### src/rtl/gbus_pkg.sv
// Shared bus packet definitions: field widths, the packed packet layout and the idle sentinel.
package gbus_pkg;

    localparam int BUS_DATA_WIDTH       = 32;
    localparam int HEAD_SRAM_BIAS_WIDTH = 2;
    localparam int BUS_CORE_ADDR_WIDTH  = 4;
    localparam int BUS_CMEM_ADDR_WIDTH  = 13;
    localparam int BUS_PACKET_WIDTH     = BUS_DATA_WIDTH + HEAD_SRAM_BIAS_WIDTH
                                        + BUS_CORE_ADDR_WIDTH + BUS_CMEM_ADDR_WIDTH;

    typedef struct packed {
        logic [BUS_DATA_WIDTH-1:0]       data;
        logic [HEAD_SRAM_BIAS_WIDTH-1:0] head_bias;
        logic [BUS_CORE_ADDR_WIDTH-1:0]  core_addr;
        logic [BUS_CMEM_ADDR_WIDTH-1:0]  cmem_addr;
    } bus_packet_t;

    localparam logic [BUS_CORE_ADDR_WIDTH-1:0] IDLE_CORE_ADDR = 4'hF;

    // An all-ones core address never names a real core, so the bus controller reads it as "no packet".
    localparam bus_packet_t IDLE_PACKET = '{
        data:      '0,
        head_bias: '0,
        core_addr: IDLE_CORE_ADDR,
        cmem_addr: '0
    };

endpackage

### src/rtl/gbus_sync_fifo.sv
// Single-clock FIFO with separate occupancy counter; a push into a full queue is dropped even when a pop coincides.
module gbus_sync_fifo #(
    parameter int DEPTH = 4,
    parameter int WIDTH = 51,
    localparam int AW = $clog2(DEPTH),
    localparam int CW = AW + 1
) (
    input  logic             clk,
    input  logic             rst_n,
    input  logic             push,
    input  logic             pop,
    input  logic [WIDTH-1:0] din,
    output logic [WIDTH-1:0] dout,
    output logic             full,
    output logic             empty,
    output logic [CW-1:0]    count
);

    logic [WIDTH-1:0] mem [DEPTH];
    logic [AW-1:0]    wr_ptr;
    logic [AW-1:0]    rd_ptr;
    logic             push_ok;
    logic             pop_ok;

    assign full    = (count == CW'(DEPTH));
    assign empty   = (count == '0);
    assign push_ok = push && !full;
    assign pop_ok  = pop && !empty;
    assign dout    = mem[rd_ptr];

    // Pointers wrap naturally because DEPTH is a power of two.
    always_ff @(posedge clk or negedge rst_n) begin
        if (!rst_n) begin
            wr_ptr <= '0;
            rd_ptr <= '0;
            count  <= '0;
        end else begin
            if (push_ok) wr_ptr <= wr_ptr + 1'b1;
            if (pop_ok)  rd_ptr <= rd_ptr + 1'b1;
            case ({push_ok, pop_ok})
                2'b10:   count <= count + 1'b1;
                2'b01:   count <= count - 1'b1;
                default: count <= count;
            endcase
        end
    end

    always_ff @(posedge clk) begin
        if (push_ok) mem[wr_ptr] <= din;
    end

endmodule

### src/rtl/bus_requester.sv
// Queues core packets and presents one per arbiter grant for exactly one cycle, idle sentinel otherwise.
// Optional BUS_REQUESTER_PKT_CNT_EN adds a 16-bit wrapping count of presented packets.
module bus_requester
    import gbus_pkg::*;
#(
    parameter int FIFO_DEPTH = 4
) (
    input  logic                            clk,
    input  logic                            rst_n,
    input  logic                            wr_en,
    input  logic [BUS_DATA_WIDTH-1:0]       wr_data,
    input  logic [HEAD_SRAM_BIAS_WIDTH-1:0] wr_head_bias,
    input  logic [BUS_CORE_ADDR_WIDTH-1:0]  wr_core_addr,
    input  logic [BUS_CMEM_ADDR_WIDTH-1:0]  wr_cmem_addr,
    output logic                            full,
    output logic                            empty,
    output logic                            overflow,
    output logic                            bus_req,
    input  logic                            bus_grant,
`ifdef BUS_REQUESTER_PKT_CNT_EN
    output logic [15:0]                     pkt_cnt,
`endif
    output bus_packet_t                     out_bus_packet
);

    localparam int CW = $clog2(FIFO_DEPTH) + 1;

    bus_packet_t in_pkt;
    bus_packet_t head_pkt;
    logic        pop;
    logic [CW-1:0] count;
    logic        count_unused;

    assign in_pkt = '{
        data:      wr_data,
        head_bias: wr_head_bias,
        core_addr: wr_core_addr,
        cmem_addr: wr_cmem_addr
    };

    assign pop          = bus_grant && !empty;
    assign bus_req      = !empty;
    assign count_unused = ^count;

    gbus_sync_fifo #(
        .DEPTH (FIFO_DEPTH),
        .WIDTH (BUS_PACKET_WIDTH)
    ) u_fifo (
        .clk   (clk),
        .rst_n (rst_n),
        .push  (wr_en),
        .pop   (pop),
        .din   (in_pkt),
        .dout  (head_pkt),
        .full  (full),
        .empty (empty),
        .count (count)
    );

    // Presentation register: the head appears the cycle after a qualifying grant, else the sentinel.
    always_ff @(posedge clk or negedge rst_n) begin
        if (!rst_n) begin
            out_bus_packet <= IDLE_PACKET;
        end else if (pop) begin
            out_bus_packet <= head_pkt;
        end else begin
            out_bus_packet <= IDLE_PACKET;
        end
    end

    // Sticky until reset: any write attempted while full is lost.
    always_ff @(posedge clk or negedge rst_n) begin
        if (!rst_n) begin
            overflow <= 1'b0;
        end else if (wr_en && full) begin
            overflow <= 1'b1;
        end
    end

`ifdef BUS_REQUESTER_PKT_CNT_EN
    always_ff @(posedge clk or negedge rst_n) begin
        if (!rst_n) begin
            pkt_cnt <= '0;
        end else if (pop) begin
            pkt_cnt <= pkt_cnt + 16'd1;
        end
    end
`endif

endmodule

### config.mk
export PLATFORM = sky130hd
export DESIGN_NAME = bus_requester
export DESIGN_NICKNAME = d
export VERILOG_FILES = /design/src/rtl/gbus_pkg.sv /design/src/rtl/gbus_sync_fifo.sv /design/src/rtl/bus_requester.sv
export SDC_FILE = /design/constraint.sdc
export NUM_CORES = 1
export LEC_CHECK = 0
export CORE_ASPECT_RATIO = 1.75
export CORE_MARGIN = 2
export CORE_UTILIZATION = 29
export DETAILED_ROUTE_END_ITERATION = 10
export DONT_BUFFER_PORTS = 1
export PLACE_DENSITY = 0.51
export SLEW_MARGIN = 20
export SYNTH_ARGS = -nofsm -noshare
export SYNTH_HDL_FRONTEND = slang
export SYNTH_SLANG_ARGS = --single-unit
### constraint.sdc
create_clock -name clk -period 5.7 [get_ports clk]
set_input_delay 0.57 -clock clk [delete_from_list [all_inputs] [get_ports clk]]
set_output_delay 0.57 -clock clk [all_outputs]
set_load 0.02 [all_outputs]
---- Word-level counts from Yosys, hierarchy flattened ----
Memories as Yosys holds them, arrays and structs flattened.
Cells that the tools add are included.
Widths: inputs -> output; s select.
word-level totals
  bits in registers ....................... 59
  bits in latches ......................... 0
  RAM bits ................................ 204
  bits in read-only memories .............. 0
  input bits .............................. 55
  output and inout port bits .............. 55
  word-level logic and storage cells ...... 28
  memories ................................ 1
cells by class
  $add $sub $neg .......................... 4
  $mul .................................... 0
  divide/modulo/power cells ............... 0
  order comparisons ....................... 0
  equal/unequal tests ..................... 3
  shifts and indexed selects .............. 0
  multiplexer cells ....................... 4
  bitwise operators ....................... 0
  reduce and logical (&&, ||, !) cells .... 8
memories
  memory      words  width  read ports  clocked after memory_dff  write ports  line                  source
  u_fifo.mem  4      51     1           0                         1            gbus_sync_fifo.sv:19  logic [WIDTH-1:0] mem [DEPTH];
operator list
  cell                 count
  $mux 51              1
  $pmux 3 s2           1
  $add 2x1->2 const B  2
  $logic_and 1x1->1    4
  $add 3x1->3 const B  1
  $eq 3x3->1 const B   1
  $logic_not 3->1      1
  $sub 3x1->3 const B  1
  $eq 2x1->1 const B   1
  $eq 2x2->1 const B   1
  $logic_not 1->1      2
  $mux 1               2
  $reduce_bool 2->1    1

---- Logic depth before layout (Yosys ltp) ----
Gate-level depths: netlist of the first run.
  word-level depth ........................ 6
  gate-level depth with buffers ........... 9
  mapped depth without buffers ............ 9

---- Hierarchy ----
Synthesis of the first run repeated with hierarchy kept, for this count alone.
second synthesis, totals
  cell total of the unflattened synthesis .. 420
  area, all modules ....................... 9676.8 sq um
modules (own cells, without submodules)
  module          times used  cells an instance  area an instance (sq um)
  gbus_sync_fifo  1           304                7847.5
  bus_requester   1           116                1829.3

---- Worst setup path after synthesis of the first run ----
No wires, ideal clock.
  kind .................................... reg-to-reg
  start ................................... register u_fifo.count[2]
  end ..................................... memory u_fifo.mem[0][0] (enable)
  data arrival time ....................... 2.179 ns
  path slack .............................. 3.107 ns
  cell stages (with the launch flop) ...... 4
  clock period less this slack ............ 2.593 ns
  cells stage by stage .................... dfrtp_1 > nor3b_2 > nor2b_1 > and2_1
between the ends
  longest elaborated chain between the ends .. 5
RTL lines
  what                          line                  source
  start, declared               gbus_sync_fifo.sv:16  output logic [CW-1:0] count
  start signal, assigned        gbus_sync_fifo.sv:41  2'b10: count <= count + 1'b1;
  start signal, assigned        gbus_sync_fifo.sv:42  2'b01: count <= count - 1'b1;
  start signal, assigned        gbus_sync_fifo.sv:43  default: count <= count;
  $eq 3x3->1                    gbus_sync_fifo.sv:25  assign full = (count == CW'(DEPTH));
  net full                      bus_requester.sv:15   output logic full,
  $logic_not 1->1               gbus_sync_fifo.sv:27  assign push_ok = push && !full;
  $logic_and 1x1->1             gbus_sync_fifo.sv:27
  $mux 1                        gbus_sync_fifo.sv:49  if (push_ok) mem[wr_ptr] <= din;
  $mux 1 (not written as such)  gbus_sync_fifo.sv:49
  end, declared                 gbus_sync_fifo.sv:19
The timed path passes the listed nets, and every way through them passes these cells.

---- Final worst setup path of the first run ----
  start ................................... register u_fifo.count[0]
  end ..................................... register u_fifo.count[2]
between the ends
  elaborated cells on any way between the ends .. 13
  classes of those cells .................. add/sub (2); eq/ne (3); mux (1); reduce/logical (7)
RTL lines
  what                                             line                  source
  $eq 3x3->1 *                                     gbus_sync_fifo.sv:25
  net full                                         bus_requester.sv:15
  $logic_not 1->1 *                                gbus_sync_fifo.sv:27
  $logic_and 1x1->1 *                              gbus_sync_fifo.sv:27
  $eq 2x1->1 or $eq 2x2->1 (tied branches)         gbus_sync_fifo.sv:40  case ({push_ok, pop_ok})
  $pmux 3 s2 or $reduce_bool 2->1 (tied branches)  --
The timed path passes the listed nets; every way through them passes the cells marked *.
A chain may end at the register's enable or synchronous reset.

==> flow_summary.yaml, run 1 <==
floorplan:
  width_of_the_die_um: 140.8
  fp.dieH_um: 243.5
  number_of_top_level_pins: 110
  die-area_um2: 34290
  floorplan.initialDensity: 0.2949
  num_rows: 87
  placeableCoreArea_um2: 32220
yosys:
  distinct_cell_type_count_after_synthesis: 25
  post-synth-top-count-cell: "edfxtp_1"
  synth.ff_latch_count: 263
  synth_async_sr_flop_share: 0.2243
  synth-seq-area-share: 0.8005
  synth_area_per_cell_um2: 22.95
  synth_area_um2: 9503
  synthesis.nets: 475
  yosys-top-cells-area: "edfxtp_1 (64%), dfrtp_1 (14%), mux4_2 (11%)"
  synth.top_cells.by_count: "edfxtp_1 (204), dfrtp_1 (55), and2_1 (51)"
  synth_top_area_share: 0.6446
  synth_top_cell_by_area: "edfxtp_1"
  ys_warn_count: 0
  post_synth_inst_count: 414
  count_of_flip_flops_with_a_built_in_enable_after_synthesis: 204
  ys_dominant_reg_cell: "edfxtp_1"
timing:
  unrepaired_setup_endpoints_after_global_routing: "false"
  worst_pin_slew_ps: 857.5
  final_hold_viol_count: 0
  period_share: 0.4115
  setup_violations: 0
  drv_slew: 0
  post-route-min-period_ps: 2345
  fmax_mhz: 426.4
  fin_tns_setup_ps: 0
  skew_ps: 9.163
  slew_headroom: 0.4284
critical_path:
  timing.critical_path.arrival_ps: 2780
  max_stage_delay_ps: 440
  critical_path.max_fanout: 7
  worstRegToRegCells: 9
  crit_required_ps: 6140
  rr_endpoint: "u_fifo.count[2]"
  worstPathCellList: "nor3b_2 > nor2b_1 > inv_1 > ha_1 > inv_1 > fa_1 > xor2_1 > nor2_1 > xor2_1"
  cp-start-kind: "register"
  worstSetupEndpointType: "register"
  reg_to_reg_start: "u_fifo.count[0]"
  critical_path.slowest_cell: "dfrtp_1"
  setup_slack_on_the_worst_flop_to_flop_path_ps: 3350
  crit_type: "register to register"
hold_path:
  min_path_type: "input pin to register"
  hold_path_depth: 0
  hp-start: "wr_cmem_addr[11]"
  capture_endpoint_of_the_worst_hold_path: "u_fifo.mem[1][11]"
layout:
  nets: 488
  areaGrowthSynthToFinish_pct: 13.67
  antenna-diode-count: 0
  final_layout_size_suffix_gt1_frac: 0.2315
detailed_routing:
  wl_per_cell_um: 21.80
  first_iter_violations: 220
  routed_via_density: 4.510
  routed_vias: 3811
  final_antenna_net_count: 0
  drt_first_pass_iters: 4
  drcViolationCount: 0
  drt_wl_total_mm: 18.42
global_routing:
  global_route.usage.total: 0.1096
  overflow: 0
  maximum_number_of_pins_on_one_net_before_global_route_repair: 60
  grt_pass1_vias: 4494
  number_of_antenna_violations_at_the_first_check_in_global_routing: 0
  grt_first_pass_wirelength_mm: 27.94
pwr:
  fin_total_pwr_uw: 5822
  peakVddDrop_uv: 215.8
  power_density_nw_per_um2: 539.0
  p_leak_uw: 0.003693
place:
  globalplace.congestion: 0.6950
  dp_hpwl_mm: 10.68
  placement.io_buffers: 0
status:
  status: "completed"
clock_network:
  cts.sinks: 263
  path_clk_slew_ps: 70
  cts_made_buffers: 24
  cts.htree.levels: 1
  postCtsSetupRepairBufs: 0
  clockBufferDepth: 3
  clock_insertion_delay_worst_skew_ps: 520
  tritoncts_clock_tree: "done"
  cts_root_buf: "clkbuf_16"
run:
  cap_violations: 0
==> logic make-up after synthesis <==
| family | synth area share |
|---|---|
| XOR/XNOR | 0.005531 |
| adder cells (fa/ha/maj) | 0.008690 |
| buffers and inverters | 0.01962 |
| flip-flops | 0.8005 |
| AND/OR/NAND/NOR | 0.03963 |
| AO/OA/AOI/OAI | 0.001712 |
| multiplexers | 0.1243 |
==> repair_timing <==
| action | CTS | global route |
|---|---|---|
| endpoints found under the setup margin | 0 | 0 |
| hold buffers | 2 | 0 |
| gates resized for setup | 0 | 0 |
| endpoints found under the hold margin | 59 | 0 |
==> registers in the layout, indices dropped and copies added, names as in the netlist <==
signal          count
out_bus_packet     51
overflow            1
u_fifo.count        3
u_fifo.mem        204
u_fifo.rd_ptr       2
u_fifo.wr_ptr       2
==> report_power, final <==
part	total (µW)	internal [µW]	leakage [µW]	switching, µW
Clock	1750	1060	0.000420	693
Sequential	3030	2590	0.00261	441
Combinational	1040	529	0.000660	514
==> worst max-delay path: cells and delay by family (launching register included) <==
kind,cells,cell delay (ps)
AND/OR/NAND/NOR,3,810
adder cells (fa/ha/maj),2,550
flip-flops,1,440
XOR/XNOR,2,300
buffers and inverters,2,160
==> metrics by stage <==
step	setup WS, ps	utilization	cells	instance area, µm²	hold WS, ps
2_1_floorplan	3107	-	414	9503	274.4
3_3_place_gp	2859	0.3062	798	9867	276.3
3_5_place_dp	3307	0.3071	799	9894	275.7
4_1_cts	3291	0.3352	845	10800	115.4
5_1_grt	3190	0.3352	845	10800	110.0
6_report	3355	0.3352	845	10800	141.8
==> cells in the final DEF, fill, tap and decap left out, types with 2 or more instances in the layout <==
cell	netlist	layout
edfxtp_1	204	204
dfrtp_1	55	53
mux4_2	48	48
and2_1	51	47
clkbuf_16	0	25
inv_1	7	7
ha_1	5	5
bufinv_16	0	5
nand2b_1	4	4
and2_4	0	4
dfstp_2	4	4
mux4_1	3	3
xor2_1	3	3
xnor2_1	3	3
clkbuf_1	5	3
clkinv_2	0	3
clkinvlp_4	0	2
clkbuf_8	0	2
clkinv_1	0	2
==> worst max path at each step <==
stage,startpoint,slack (ps),cells after the start,endpoint
2_1_floorplan,u_fifo.count[2],3110,3,u_fifo.mem[0][0]
3_3_place_gp,bus_grant,2860,7,u_fifo.count[2]
3_5_place_dp,u_fifo.count[2],3310,3,u_fifo.mem[3][23]
4_1_cts,u_fifo.count[2],3290,3,u_fifo.mem[1][46]
5_1_grt,u_fifo.count[1],3190,9,u_fifo.count[2]
6_report,u_fifo.count[0],3350,9,u_fifo.count[2]
==> per-layer routing <==
layer | part of all wire | wire length [µm] | GRT usage | up-vias
met5 | 0 | 0 | 0 | -
met1 | 0.34 | 6236 | 0.1106 | 2054
li1 | - | - | - | 1638
met4 | 0.023 | 428 | 0.04000 | 0
met3 | 0.079 | 1448 | 0.03892 | 25
met2 | 0.56 | 10310 | 0.2049 | 94
==> final cells by class <==
class	count	area, µm²
Tap cell	400	500.5
Multi-Input combinational cell	127	1728
Sequential cell	263	7612
Clock buffer	30	664.4
Inverter	7	26.28
Timing Repair Buffer	4	65.06
Fill cell	3041	21420
Clock inverter	14	205.2
Note: power is estimated with default switching activity, not from simulation.
==> inputs of run 2 (changes only) <==
- PLACE_DENSITY: 0.51 -> 0.52
- clock period: 5.7 -> 2 ns (I/O delays scaled with it)
==> run 2 against run 1 <==
Net effect: maximum frequency rose by 24%; sequential share of layout area fell by 4.5 points; clock-buffer cell count did not move; core utilization rose by 2.3 points; critical endpoint unchanged; highest routed layer unchanged.
==> flow_summary.yaml, run 2 (synthesized netlist as in run 1, its figures left out) <==
floorplan:
  placeableCoreArea_um2: 32220
  width_of_the_die_um: 140.8
  number_of_top_level_pins: 110
  die-area_um2: 34290
  fp.dieH_um: 243.5
  num_rows: 87
  floorplan.initialDensity: 0.2949
detailed_routing:
  wl_per_cell_um: 20.06
  routed_vias: 4018
  first_iter_violations: 161
  drcViolationCount: 0
  final_antenna_net_count: 0
  drt_wl_total_mm: 18.35
  routed_via_density: 4.391
  drt_first_pass_iters: 4
hold_path:
  min_path_type: "input pin to register"
  hp-start: "wr_en"
clock_network:
  clockBufferDepth: 3
  cts_root_buf: "clkbuf_16"
  cts_made_buffers: 25
  path_clk_slew_ps: 60
  clock_insertion_delay_worst_skew_ps: 520
  tritoncts_clock_tree: "done"
  cts.sinks: 263
  cts.htree.levels: 1
  postCtsSetupRepairBufs: 0
critical_path:
  crit_type: "register to register"
  worstPathCellList: "nor3b_4 > nor2b_2 > inv_1 > ha_2 > inv_1 > fa_2 > xor2_1 > nor2_1 > xor2_1"
  timing.critical_path.buf_inv: 2
  crit_family: "adder cells"
  cp-start-kind: "register"
  timing.critical_path.arrival_ps: 2330
  setup_slack_on_the_worst_flop_to_flop_path_ps: 110
  max_stage_delay_ps: 440
  worstSetupStartpoint: "u_fifo.count[0]"
  crit_required_ps: 2440
  reg_to_reg_start: "u_fifo.count[0]"
  critical_path.max_fanout: 5
  worstSetupEndpointType: "register"
  critical_path.slowest_cell: "dfrtp_2"
global_routing:
  grt_first_pass_wirelength_mm: 28.17
  global_route.usage.total: 0.1095
  grt_pass1_vias: 4756
  maximum_number_of_pins_on_one_net_before_global_route_repair: 60
  overflow: 0
  number_of_antenna_violations_at_the_first_check_in_global_routing: 3
pwr:
  power_density_nw_per_um2: 1461
  p_leak_uw: 0.004004
  peakVddDrop_uv: 848.0
layout:
  commonest_non_fill_non_tap_cell_in_the_layout: "edfxtp_1"
  max_flop_register: "u_fifo.mem"
  largest_register_ff_count: 204
  registers_with_the_most_flip_flops: "u_fifo.mem x204, out_bus_packet x51, u_fifo.count x3"
  final_layout_size_suffix_gt1_frac: 0.2402
  final_cell_mix: "edfxtp_1 (204), dlygate4sd3_1 (53), dfrtp_1 (52), mux4_2 (48), and2_1 (47)"
  nets: 555
  final_core_util: 0.3583
  areaGrowthSynthToFinish_pct: 21.49
timing:
  skew_ps: 12.60
  post-route-min-period_ps: 1892
  final_hold_viol_count: 0
  slew_headroom: 0.6181
  worst_pin_slew_ps: 572.9
  unrepaired_setup_endpoints_after_global_routing: "false"
  worst_hold_slack_ps: 102.9
  fmax_mhz: 528.6
  setup_violations: 0
  fin_tns_setup_ps: 0
  drv_slew: 0
  period_share: 0.9459
place:
  placement.io_buffers: 0
  dp_hpwl_mm: 11.15
  globalplace.congestion: 0.6851
run:
  cap_violations: 0
status:
  status: "completed"
-- run 2: cell types whose count changed in the layout (fill, tap and decap cells not counted), sizes merged --
cell	delta
buf	+14
clkinv	+2
bufinv	-2
diode	+3
dlygate4sd3	+52
inv	+1
-- run 2: routing by layer --
metal,share of wire,vias up,global-route usage
li1,-,1786,-
met1,0.38,2128,0.1234
met2,0.55,82,0.2022
met3,0.040,22,0.01985
met4,0.022,0,0.04471
met5,0,-,0
-- run 2: where the power goes --
| group | switching [µW] | total, µW | leakage, µW | internal (µW) |
|---|---|---|---|---|
| Clock | 1960 | 4750 | 0.000410 | 2800 |
| Sequential | 1080 | 8440 | 0.00261 | 7360 |
| Combinational | 1760 | 3670 | 0.000982 | 1910 |
| Total | 4800 | 16900 | 0.00400 | 12100 |
-- run 2: final cells by class --
cell class                      instances  area, µm²
Inverter                                7      26.28
Multi-Input combinational cell        127       1734
Timing Repair Buffer                   70      828.3
Tap cell                              400      500.5
Sequential cell                       263       7614
Clock buffer                           30      674.4
Fill cell                            2997      20680
Antenna cell                            3      7.507
Clock inverter                         15      160.2
-- run 2: path summary, 6_finish.rpt --
kind	to	cells past startpoint
worst max-delay path	u_fifo.count[2]	9
worst min-delay path	u_fifo.wr_ptr[0]	3
worst max register to register	u_fifo.count[2]	9
worst min register to register	u_fifo.count[2]	1
max in group asynchronous	out_bus_packet[16]	2
min in group asynchronous	out_bus_packet[34]	2
-- run 2: worst reg2reg max path, delay by kind of cell (launching register included) --
| family | cells | cell delay, ps |
|---|---|---|
| XOR/XNOR | 2 | 330 |
| buffers and inverters | 2 | 120 |
| AND/OR/NAND/NOR | 3 | 420 |
| adder cells (fa/ha/maj) | 2 | 500 |
| flip-flops | 1 | 440 |
-- run 2: what timing repair did --
| action | in CTS | in global routing |
|---|---|---|
| hold buffers | 54 | 0 |
| endpoints found under the setup margin | 0 | 1 |
| gates resized for setup | 0 | 1 |
| endpoints found under the hold margin | 264 | 0 |
-- run 2: through the flow --
step	area, µm²	worst slack (ps)	total power (µW)	instances
floorplan	9522	17.69	11060	414
global placement	10140	146.9	12130	813
detailed placement	10140	99.18	12250	813
CTS	11540	88.09	17250	912
global route	11540	12.39	17730	915
finish	11540	108.3	16860	915
==> inputs of run 3 (changes only) <==
- ABC_AREA: not set -> 1
- SKIP_LAST_GASP: not set -> 1
==> run 3 against run 2 <==
Net effect: die area rose by 9.0%; combinational power up 21%; highest routed layer unchanged; largest power group unchanged; flip-flop and latch count stayed put; area after synthesis grew 9.2%; non-clock buffer count increased by 5; first-iteration DRC count increased by 73%; core utilization fell by 0.67 points; critical endpoint unchanged.
==> flow_summary.yaml, run 3 <==
critical_path:
  max_stage_delay_ps: 410
  crit_required_ps: 2410
  path_common_cell: "nand2_1"
  worstPathCellList: "inv_1 > nand3_1 > nand2_1 > ha_1 > inv_1 > fa_1 > nand2_1 > nand3_1 > nand2_1 > nand2_1"
  timing.critical_path.buf_inv: 2
  critical_path.max_fanout: 3
  critical_path.slowest_cell: "fa_1"
  crit_type: "register to register"
  cp-start-kind: "register"
  crit_family: "adder cells"
  timing.critical_path.arrival_ps: 2200
  worstSetupEndpointType: "register"
clock_network:
  clock_insertion_delay_worst_skew_ps: 530
  cts_made_buffers: 25
  path_clk_slew_ps: 70
  cts_root_buf: "clkbuf_16"
  clockBufferDepth: 3
  postCtsSetupRepairBufs: 0
  cts.htree.levels: 1
  cts.sinks: 263
  tritoncts_clock_tree: "done"
pwr:
  power_density_nw_per_um2: 1429
  peakVddDrop_uv: 547.7
  p_leak_uw: 0.005329
  fin_total_pwr_uw: 17730
place:
  globalplace.congestion: 0.7139
  placement.io_buffers: 0
  post-place-cells: 1350
  dp_hpwl_mm: 13.46
global_routing:
  maximum_number_of_pins_on_one_net_before_global_route_repair: 71
  number_of_antenna_violations_at_the_first_check_in_global_routing: 2
  overflow: 0
  grt_pass1_vias: 6084
  global_route.usage.total: 0.1254
  grt_first_pass_wirelength_mm: 35.18
timing:
  post-route-min-period_ps: 1790
  setup_violations: 0
  drv_slew: 0
  worst_pin_slew_ps: 716.3
  skew_ps: 16.24
  unrepaired_setup_endpoints_after_global_routing: "false"
  final_hold_viol_count: 0
  fmax_mhz: 558.5
  fin_tns_setup_ps: 0
  slew_headroom: 0.5224
  period_share: 0.8952
layout:
  largest_register_ff_count: 204
  commonest_non_fill_non_tap_cell_in_the_layout: "nand2_1"
  registers_with_the_most_flip_flops: "u_fifo.mem x204, out_bus_packet x51, u_fifo.count x3"
  nets: 1028
  max_flop_register: "u_fifo.mem"
  final_layout_size_suffix_gt1_frac: 0.07310
  areaGrowthSynthToFinish_pct: 19.63
  final_cell_count_no_fill: 1452
  fillers: 3478
  final_cell_mix: "nand2_1 (225), edfxtp_1 (204), inv_1 (202), nand3_1 (107), dlygate4sd3_1 (54)"
yosys:
  synth_top_cell_by_area: "edfxtp_1"
  synth.top_cells.by_count: "nand2_1 (226), edfxtp_1 (204), inv_1 (202)"
  synthesis.nets: 965
  distinct_cell_type_count_after_synthesis: 22
  synth-seq-area-share: 0.7332
  synth_top_area_share: 0.5904
  post_synth_inst_count: 904
  synth.ff_latch_count: 263
  synth_async_sr_flop_share: 0.2243
  ys_dominant_reg_cell: "edfxtp_1"
  ys_warn_count: 0
  synth_area_per_cell_um2: 11.48
  yosys-top-cells-area: "edfxtp_1 (59%), dfrtp_1 (13%), nand2_1 (8.2%)"
  post-synth-top-count-cell: "nand2_1"
  count_of_flip_flops_with_a_built_in_enable_after_synthesis: 204
  synth_area_um2: 10370
detailed_routing:
  routed_via_density: 4.175
  routed.top_layer: "met4"
  detailroute.wirelength.met2_mm: 13.08
  final_antenna_net_count: 0
  drt_wl_total_mm: 23.36
  drcViolationCount: 0
  drt_first_pass_iters: 6
  wl_per_cell_um: 16.09
  routed_vias: 6062
  first_iter_violations: 279
  drt-met1-wl_mm: 8.549
  met3_wirelength_mm: 1.096
status:
  status: "completed"
floorplan:
  placeableCoreArea_um2: 35300
  die-area_um2: 37360
  num_rows: 91
  fp.dieH_um: 254.2
  width_of_the_die_um: 147.0
  floorplan.initialDensity: 0.2939
  number_of_top_level_pins: 110
hold_path:
  min_path_type: "input pin to register"
run:
  cap_violations: 0
==> run 3: what timing repair did <==
action / in CTS / in global routing
hold buffers: 55 / 0
endpoints found under the hold margin: 269 / 0
gates resized for setup: 0 / 0
==> run 3: logic make-up (layout without fill, tap and decap cells) <==
group / count (synthesis) / after routing / synth area share
simple gates: 339 / 339 / 0.1364
flops: 263 / 263 / 0.7332
buf+inv: 244 / 325 / 0.09636
compound gates: 50 / 50 / 0.02436
fa+ha+maj: 6 / 6 / 0.007960
xor+xnor: 2 / 2 / 0.001689
other cells: 0 / 2 / 0
==> run 3: report_power, final <==
part | internal [µW] | total, µW | switching [µW]
logic | 1420 | 4450 | 3030
registers | 7360 | 8520 | 1160
clock network | 2810 | 4760 | 1950
==> run 3: area by class of cell <==
| cell class | count | area (µm²) | share of cell area |
|---|---|---|---|
| diodes | 2 | 5.005 | 0.0004032 |
| clock buffers | 36 | 696.9 | 0.05615 |
| clock inverters | 9 | 126.4 | 0.01018 |
| inverters | 205 | 770.7 | 0.06210 |
| multi-input cells | 397 | 1800 | 0.1451 |
| flip-flops and latches | 263 | 7612 | 0.6133 |
| well taps | 465 | 581.8 | 0.04688 |
| repair buffers | 75 | 818.3 | 0.06593 |
==> run 3: worst reg2reg max path: stages, from the launching register on <==
cell and delay [ps]:
dfrtp_1 370, inv_1 140, nand3_1 120, nand2_1 100, ha_1 180, inv_1 80
fa_1 410, nand2_1 110, nand3_1 80, nand2_1 60, nand2_1 50
==> run 3: path summary, 6_finish.rpt <==
check | depth (start not counted) | slack (ps) | start | to
max | 10 | 210 | u_fifo.count[1] | u_fifo.count[2]
min | 4 | 60 | wr_en | u_fifo.wr_ptr[0]
max reg2reg | 10 | 210 | u_fifo.count[1] | u_fifo.count[2]
min reg2reg | 2 | 490 | u_fifo.count[1] | u_fifo.count[1]
max in group asynchronous | 2 | 1400 | rst_n | out_bus_packet[15]
min in group asynchronous | 2 | 270 | rst_n | u_fifo.wr_ptr[0]
==> run 3: layer usage <==
layer,track usage,up-vias
met4,0.04753,0
li1,-,2991
met3,0.02469,37
met2,0.2482,121
met5,0,-
met1,0.1285,2913
==> run 3: through the flow <==
step	hold WS [ps]	setup WS (ps)	area (µm²)	util
floorplan	-95.59	-508.9	10390	-
global placement	-94.14	312.7	11020	0.3121
detailed placement	-93.98	279.2	11020	0.3121
CTS	37.16	253.8	12410	0.3515
global route	94.31	54.42	12410	0.3516
finish	62.89	209.5	12410	0.3516
